==> config.mk <==
export PLATFORM = sky130hd
export DESIGN_NAME = canvas_streamer_flat
export DESIGN_NICKNAME = d
export VERILOG_FILES = /design/src/rtl/canvas_pkg.sv /design/src/rtl/canvas_streamer_if.sv /design/src/rtl/canvas_ink_counter.sv /design/src/rtl/canvas_streamer.sv /design/src/flat_wrapper.sv
export SDC_FILE = /design/constraint.sdc
export NUM_CORES = 1
export LEC_CHECK = 0
export CAP_MARGIN = 10
export CORE_UTILIZATION = 30
export CTS_CLUSTER_DIAMETER = 30
export DETAILED_ROUTE_END_ITERATION = 7
export PLACE_DENSITY = 0.67
export SYNTH_ARGS = -nofsm -noshare
export SYNTH_HDL_FRONTEND = slang
export SYNTH_SLANG_ARGS = --single-unit
==> constraint.sdc <==
create_clock -name clock -period 2.2 [get_ports clock]
set_input_delay 0.66 -clock clock [delete_from_list [all_inputs] [get_ports clock]]
set_output_delay 0.66 -clock clock [all_outputs]
set_load 0.1 [all_outputs]
==> src/rtl/canvas_pkg.sv <==
// Shared canvas geometry and streamer FSM encoding, also used by the drawing/VGA stage.
package canvas_pkg;

  localparam int unsigned GRID_SIZE  = 28;
  localparam int unsigned NUM_PIXELS = GRID_SIZE * GRID_SIZE;
  localparam int unsigned ADDR_W     = 10;

  typedef enum logic [2:0] {
    StIdle,
    StRead,
    StWait,
    StSend,
    StFin
  } canvas_state_e;

endpackage

==> src/rtl/canvas_streamer_if.sv <==
// Pixel stream from the canvas streamer to the network input buffer (valid/ready).
interface canvas_streamer_if;
  import canvas_pkg::*;

  logic              out_valid;
  logic              out_ready;
  logic [7:0]        out_data;
  logic [ADDR_W-1:0] out_index;
  logic              out_last;

  modport master (
    output out_valid,
    output out_data,
    output out_index,
    output out_last,
    input  out_ready
  );

  modport slave (
    input  out_valid,
    input  out_data,
    input  out_index,
    input  out_last,
    output out_ready
  );

endinterface

==> src/rtl/canvas_ink_counter.sv <==
// Counts inked pixels transferred in a frame; clear wins over increment.
module canvas_ink_counter
  import canvas_pkg::*;
(
  input  logic              clock,
  input  logic              resetn,
  input  logic              clear,
  input  logic              inc,
  output logic [ADDR_W-1:0] count
);

  logic [ADDR_W-1:0] count_q;

  always_ff @(posedge clock or negedge resetn) begin
    if (!resetn) begin
      count_q <= '0;
    end else if (clear) begin
      count_q <= '0;
    end else if (inc) begin
      count_q <= count_q + ADDR_W'(1);
    end
  end

  assign count = count_q;

endmodule

==> src/rtl/canvas_streamer.sv <==
// Streams the canvas row-major into the network buffer, one pixel per valid/ready transfer.
// Build option: define CANVAS_INK_COUNT_EN to enable the ink counter (ink_count tied 0 otherwise).
module canvas_streamer #(
  parameter int unsigned GRID_SIZE = canvas_pkg::GRID_SIZE,
  parameter logic [7:0]  INK_VALUE = 8'hFF
) (
  input  logic                          clock,
  input  logic                          resetn,
  input  logic                          start,
  output logic                          busy,
  output logic [canvas_pkg::ADDR_W-1:0] rd_addr,
  input  logic                          rd_data,
  canvas_streamer_if.master             pix,
  output logic                          done,
  output logic [canvas_pkg::ADDR_W-1:0] ink_count
);
  import canvas_pkg::*;

  localparam int unsigned     NumPixels = GRID_SIZE * GRID_SIZE;
  localparam logic [ADDR_W-1:0] LastAddr = ADDR_W'(NumPixels - 1);

  canvas_state_e     state_q, state_d;
  logic [ADDR_W-1:0] cnt_q, cnt_d;
  logic [7:0]        data_q;
  logic [ADDR_W-1:0] index_q;
  logic              start_accept;
  logic              xfer;

  assign start_accept = (state_q == StIdle) && start;
  assign xfer         = (state_q == StSend) && pix.out_ready;

  always_ff @(posedge clock or negedge resetn) begin
    if (!resetn) begin
      state_q <= StIdle;
      cnt_q   <= '0;
      data_q  <= '0;
      index_q <= '0;
    end else begin
      state_q <= state_d;
      cnt_q   <= cnt_d;
      if (state_q == StWait) begin
        data_q  <= rd_data ? INK_VALUE : 8'h00;
        index_q <= cnt_q;
      end
    end
  end

  always_comb begin
    state_d = state_q;
    cnt_d   = cnt_q;
    case (state_q)
      StIdle: begin
        if (start) begin
          cnt_d   = '0;
          state_d = StRead;
        end
      end
      StRead: state_d = StWait;
      StWait: state_d = StSend;
      StSend: begin
        if (pix.out_ready) begin
          // Counter only advances on a non-last transfer, so it never wraps.
          if (index_q == LastAddr) begin
            state_d = StFin;
          end else begin
            cnt_d   = cnt_q + ADDR_W'(1);
            state_d = StRead;
          end
        end
      end
      StFin:   state_d = StIdle;
      default: state_d = StIdle;
    endcase
  end

  assign busy          = (state_q != StIdle);
  assign done          = (state_q == StFin);
  assign rd_addr       = cnt_q;
  assign pix.out_valid = (state_q == StSend);
  assign pix.out_data  = data_q;
  assign pix.out_index = index_q;
  assign pix.out_last  = (state_q == StSend) && (index_q == LastAddr);

`ifdef CANVAS_INK_COUNT_EN
  logic ink_q;

  always_ff @(posedge clock or negedge resetn) begin
    if (!resetn) begin
      ink_q <= 1'b0;
    end else if (state_q == StWait) begin
      ink_q <= rd_data;
    end
  end

  canvas_ink_counter u_ink_counter (
    .clock  (clock),
    .resetn (resetn),
    .clear  (start_accept),
    .inc    (xfer && ink_q),
    .count  (ink_count)
  );
`else
  assign ink_count = '0;
`endif

endmodule

==> src/flat_wrapper.sv <==
// flat-port wrapper written by rule: the top's interface ports become plain ports
module canvas_streamer_flat import canvas_pkg::*;
#(
  parameter int unsigned GRID_SIZE = canvas_pkg::GRID_SIZE,
  parameter logic [7:0]  INK_VALUE = 8'hFF
)
  (clock, resetn, start, busy, rd_addr, rd_data, done, ink_count, pix_out_valid, pix_out_data, pix_out_index, pix_out_last, pix_out_ready);
  canvas_streamer_if pix_i ();
  input  logic clock;
  input  logic resetn;
  input  logic start;
  output logic busy;
  output logic [canvas_pkg::ADDR_W-1:0] rd_addr;
  input  logic rd_data;
  output logic done;
  output logic [canvas_pkg::ADDR_W-1:0] ink_count;
  output wire logic [$bits(pix_i.out_valid)-1:0] pix_out_valid;
  output wire logic [$bits(pix_i.out_data)-1:0] pix_out_data;
  output wire logic [$bits(pix_i.out_index)-1:0] pix_out_index;
  output wire logic [$bits(pix_i.out_last)-1:0] pix_out_last;
  input wire logic [$bits(pix_i.out_ready)-1:0] pix_out_ready;
  assign pix_out_valid = pix_i.out_valid;
  assign pix_out_data = pix_i.out_data;
  assign pix_out_index = pix_i.out_index;
  assign pix_out_last = pix_i.out_last;
  assign pix_i.out_ready = pix_out_ready;
  canvas_streamer #(.GRID_SIZE(GRID_SIZE), .INK_VALUE(INK_VALUE)) u_core (.clock(clock), .resetn(resetn), .start(start), .busy(busy), .rd_addr(rd_addr), .rd_data(rd_data), .pix(pix_i), .done(done), .ink_count(ink_count));
endmodule
==> key figures, run 1 <==
Outcome
  – Status: finished with violations
  – Failing checks: negative setup slack

Cells and area
  – Multi-input combinational cell area: 614 um^2
  – ANT cells: 0
  – Synth-to-Final Area Change: 55.3%
  – Nets@finish: 165
  – Ratio of cells with drive above 1 in the final layout: 51.9%
  – Register area: 618 um^2
  – Filler cells: 378
  – Final core occ: 50.0%

Route
  – Wire per inst: 14.2 um
  – WL final: 2.96 mm
  – Vias: 1,059
  – Pre-antenna DRT Iters: 4
  – DR iter-0 viols: 52
  – Final ANT Viol Nets: 0
  – Residual DRC: 0
  – Via density: 5.09

Floorplan
  – Width of the die: 68.7 um
  – Starting density of the core: 32.2%
  – Die footprint: 4720 um^2
  – Io pins: 47
  – Die Y: 68.7 um
  – # rows: 23
  – Core area: 4140 um^2

GRT
  – Gr usage total: 14.1%
  – Largest net degree at the start of global routing: 25
  – Initial antenna violation count: 0
  – Vias in the first global route: 1,031
  – First-pass GRT wire length: 4.91 mm
  – GRT Residual Overflow: 0

Clocking
  – Root buf cell: clkbuf_8
  – Clock Path Buffers: 2
  – TritonCTS Buffers: 3
  – CTS tree: done
  – H-tree depth: 1
  – Worst-path clk slew: 80 ps
  – Postcts setup bufs: 0
  – Clock Latency Late Sink: 270 ps
  – CTS sink cnt: 24

Place
  – Port buffer count: 36
  – DP HPWL: 2.29 mm
  – GP Congestion: 0.777

Synthesis
  – Main area contributors after synthesis: dfrtp_1 45%, mux2_2 10%, buf_4 9.6%, o31ai_1 2.8%, or4_1 2.8%
  – Largest family of logic cells by synthesized area: simple AND/OR/NAND/NOR gates
  – Xor and xnor area share after synthesis: 0%
  – Top cell type's share of synthesized area: 45.0%
  – Fraction of registers with async set/reset: 100%
  – EDFF count, synth: 0
  – Area leader, netlist: dfrtp_1
  – Count leader, synth: dfrtp_1
  – Synthesis-stage register bit count: 24
  – Commonest cells post-synth: 24 x dfrtp_1, 17 x buf_4, 12 x mux2_2
  – Yosys warnings: 0
  – Synth Area in Compound Gates: 9.76%
  – Mux cell area share after synthesis: 11.6%
  – Simple-gate share of the synthesized area: 20.1%
  – Synthesized area per cell: 11.1 um^2
  – Adder-cell share of the synthesized area: 0.938%
  – Cell area after synthesis: 1330 um^2
  – Synth Instances: 120
  – Synth Flop Type: dfrtp_1
  – Post-synthesis cell type count: 40
  – Sequential area share after synthesis: 45.0%

Run
  – Max Cap Violations: 0

STA
  – Fin crit period: 2420 ps
  – Final Hold Viols: 0
  – RSZ-0062 raised after global routing: true
  – Final setup vio count: 1
  – Final Max Slew Viols: 0
  – Worst Slack Setup Final: -221 ps
  – Layout Skew: 5.55 ps
  – Highest clock rate: 413 MHz
  – Final worst path period share: 110%

Setup path
  – Crit-path max FO: 2
  – Critical path arrival: 1760 ps
  – Required @ worst endpoint: 1540 ps
  – Critical Path Source Type: register
  – Setup CP Type: register to output port
  – Crit path capture type: output port

Worst hold path
  – Class of the worst hold path: register to register
[layout by cell type, fill, tap and decap left out, drive strengths merged]
master,instances
and3,2
nand4,3
a21bo,1
and3b,1
nor4,1
buf,42
dfrtp,24
bufinv,1
o211ai,1
nand2,5
o21ai,1
and2,3
mux2i,2
a22o,1
or2b,1
a21oi,7
mux2,12
conb,10
or3,1
or4,7
clkbuf,3
nand2b,1
o21bai,2
nor3,4
nor3b,3
ha,1
clkdlybuf4s50,4
nand3b,1
inv,3
or2,1
nand3,3
o31ai,5
nor2,1
[kinds of logic after synthesis]
group	after synthesis
AND/OR/NAND/NOR	38
buffers and inverters	24
flip-flops	24
AO/OA/AOI/OAI	18
multiplexers	14
adder cells (fa/ha/maj)	1
other	1
[registers in the layout, summed over array words and instances, names as in the netlist]
signal and flops:
u_core.pix.out_data 1, u_core.pix.out_index 10, u_core.rd_addr 10, u_core.state_q 3
[per-stage QoR]
stage | std cells | TNS, ps | instance area, um^2 | setup slack [ps] | hold slack, ps
2_1_floorplan | 129 | -200 | 1390 | -200 | 364
3_3_place_gp | 204 | -547 | 1990 | -119 | 515
3_5_place_dp | 204 | -1110 | 1990 | -220 | 524
4_1_cts | 208 | -241 | 2060 | -241 | 547
5_1_grt | 208 | -295 | 2070 | -295 | 563
6_report | 208 | -221 | 2070 | -221 | 546
[area by class of cell]
class                           instances  share of cell area [%]
Timing Repair Buffer                   46                    33.5
Inverter                                3                   0.544
Multi-Input combinational cell         81                    29.7
Tap cell                               50                    3.02
Clock inverter                          1                    1.45
Sequential cell                        24                    29.8
Clock buffer                            3                    1.99
[final timing paths]
path | from | endpoint | slack (ps) | depth (start not counted)
setup / recovery | u_core.pix.out_index[6] | pix_out_last | -220 | 3
min in group asynchronous | resetn | u_core.pix.out_index[6] | 750 | 2
max in group asynchronous | resetn | u_core.pix.out_index[5] | 1180 | 2
hold reg to reg | u_core.pix.out_index[9] | u_core.pix.out_index[9] | 550 | 1
hold / removal | u_core.pix.out_index[9] | u_core.pix.out_index[9] | 550 | 1
setup reg to reg | u_core.pix.out_index[6] | u_core.rd_addr[8] | 260 | 5
[timing repair]
action                                  4_1_cts  5_1_grt
hold buffers                                  0        0
cloned                                        0        0
endpoints found under the setup margin        1        4
resized for setup                             0        2
[worst max-delay path, stage by stage, from the launching register on]
cell and delay [ps]:
dfrtp_4 480, or4_4 560, nor4_4 240, buf_12 220
[per-layer routing]
metal / share of wire, % / GRT usage, %
met1: 41 / 17.8
met5: 0 / 0
met3: 7.3 / 2.80
met4: 0.74 / 4.69
met2: 51 / 23.8
Power of run 1 is not shown: default switching activity piles up to over one toggle a cycle in this logic, so the estimate is an artifact.
==> run 2, diff against run 1 <==
CORE_ASPECT_RATIO = 1.25   (was not set)
==> key figures, run 2 (synthesis gave the netlist of run 1 again) <==
Clocking
  – Worst-path clk slew: 80 ps (about the same)
  – Clock Path Buffers: 2 (unchanged)
  – CTS sink cnt: 24 (unchanged)
  – Clock Latency Late Sink: 260 ps (about the same)
  – H-tree depth: 1 (unchanged)
  – TritonCTS Buffers: 3 (unchanged)
  – Root buf cell: clkbuf_8
  – CTS tree: done
  – Postcts setup bufs: 0 (unchanged)

GRT
  – First-pass GRT wire length: 4.83 mm (-1.7%)
  – GRT Residual Overflow: 0 (unchanged)
  – Largest net degree at the start of global routing: 25 (unchanged)
  – Gr usage total: 13.6% (-0.51 points)
  – Vias in the first global route: 1,009 (-2.1%)
  – Initial antenna violation count: 0 (unchanged)

STA
  – Final setup vio count: 1 (unchanged)
  – Final Hold Viols: 0 (unchanged)
  – Layout Skew: 2.28 ps (-3.27 ps)
  – TNS Setup: -248 ps (-26.8 ps)
  – Worst Slack Setup Final: -248 ps (-26.8 ps)
  – Fin crit period: 2450 ps (+26.8 ps)
  – Final Max Slew Viols: 0 (unchanged)
  – Final worst path period share: 111% (+1.2 points)
  – Highest clock rate: 409 MHz (-1.1%)
  – RSZ-0062 raised after global routing: true

Place
  – Pre-CTS setup slack: -163 ps (+56.7 ps)
  – DP HPWL: 2.38 mm (+3.8%)
  – GP Congestion: 0.777 (about the same)
  – Port buffer count: 36 (unchanged)

Setup path
  – Required @ worst endpoint: 1540 ps (about the same)
  – Setup CP Type: register to output port
  – Crit path cell chain: or4_4, nor4_4, buf_12
  – Critical Path Source Type: register
  – Crit-path max FO: 2 (unchanged)
  – Slowest stage cell on the critical path: or4_4
  – Top delay family on crit path: simple AND/OR/NAND/NOR gates
  – Critical path arrival: 1790 ps (+30 ps)
  – Crit path capture type: output port
  – Bufs and invs on worst path: 1 (unchanged)
  – Max incr delay on CP: 560 ps (about the same)

Route
  – Via density: 4.94 (-2.9%)
  – Final ANT Viol Nets: 0 (unchanged)
  – Wire per inst: 14.1 um (-0.61%)
  – WL final: 3.05 mm (+3.2%)
  – Residual DRC: 0 (unchanged)
  – Pre-antenna DRT Iters: 4 (unchanged)
  – Vias: 1,068 (+0.85%)
  – DR iter-0 viols: 23 (-56%)

Cells and area
  – Ratio of cells with drive above 1 in the final layout: 52.5% (+0.60 points)
  – Synth-to-Final Area Change: 55.7%
  – ANT cells: 0 (unchanged)
  – Nets@finish: 167 (+1.2%)
  – Leading cell type in the layout, fill and taps excluded: buf_12
  – Most frequent cells in the layout: 27 x buf_12, 17 x buf_4, 14 x dfrtp_1, 12 x mux2_2, 10 x conb_1

Floorplan
  – Die Y: 76.6 um (+11%)
  – Width of the die: 61.6 um (-10%)
  – Io pins: 47 (unchanged)
  – # rows: 26 (+13%)
  – Die footprint: 4720 um^2 (about the same)
  – Core area: 4160 um^2 (+0.48%)
  – Starting density of the core: 32.0% (-0.15 points)

Worst hold path
  – Class of the worst hold path: register to register

Run
  – Max Cap Violations: 0 (unchanged)

Outcome
  – Failing checks: negative setup slack
  – Status: finished with violations
run 2: what timing repair did:
item	in CTS	in global routing
hold buffers	0	0
endpoints found under the setup margin	1	2
gates resized for setup	0	2
run 2: path summary, 6_finish.rpt:
| check | from | endpoint | slack [ps] | depth (start not counted) |
|---|---|---|---|---|
| worst max-delay path | u_core.pix.out_index[6] | pix_out_last | -250 | 3 |
| worst min-delay path | u_core.pix.out_index[9] | u_core.pix.out_index[9] | 540 | 1 |
| worst max register to register | u_core.pix.out_index[6] | u_core.rd_addr[8] | 180 | 5 |
| worst min register to register | u_core.pix.out_index[9] | u_core.pix.out_index[9] | 540 | 1 |
| max in group asynchronous | resetn | u_core.pix.out_index[5] | 1180 | 2 |
| min in group asynchronous | resetn | u_core.pix.out_index[9] | 760 | 2 |
run 2: area by class of cell:
class	instances	area, um^2
flip-flops and latches	24	618
multi-input cells	81	614
fillers	380	2090
clock buffers	4	55.1
repair buffers	48	708
inverters	3	11.3
well taps	56	70.1
run 2: metrics by stage:
step / utilization, % / hold slack, ps / instance area [um^2] / std cells
floorplan: - / 364 / 1390 / 129
global placement: 48.3 / 512 / 2010 / 212
detailed placement: 48.3 / 527 / 2010 / 212
CTS: 49.6 / 546 / 2070 / 216
global route: 49.9 / 557 / 2080 / 216
finish: 49.9 / 544 / 2080 / 216
run 2: metal layers:
| layer | wire length [um] | share of wire, % | track usage (%) |
|---|---|---|---|
| met5 | 0 | 0 | 0 |
| met4 | 36 | 1.2 | 5.11 |
| met3 | 202 | 6.6 | 3.06 |
| met2 | 1680 | 55 | 23.0 |
| met1 | 1140 | 37 | 16.0 |
Power of run 2 is left out for the same reason.
==> run 3, diff against run 2 <==
SKIP_LAST_GASP = 1   (was not set)
==> results of run 3 <==
No change in the layout: final DEF, timing and power equal those of run 2.
Power of run 3 is left out for the same reason.
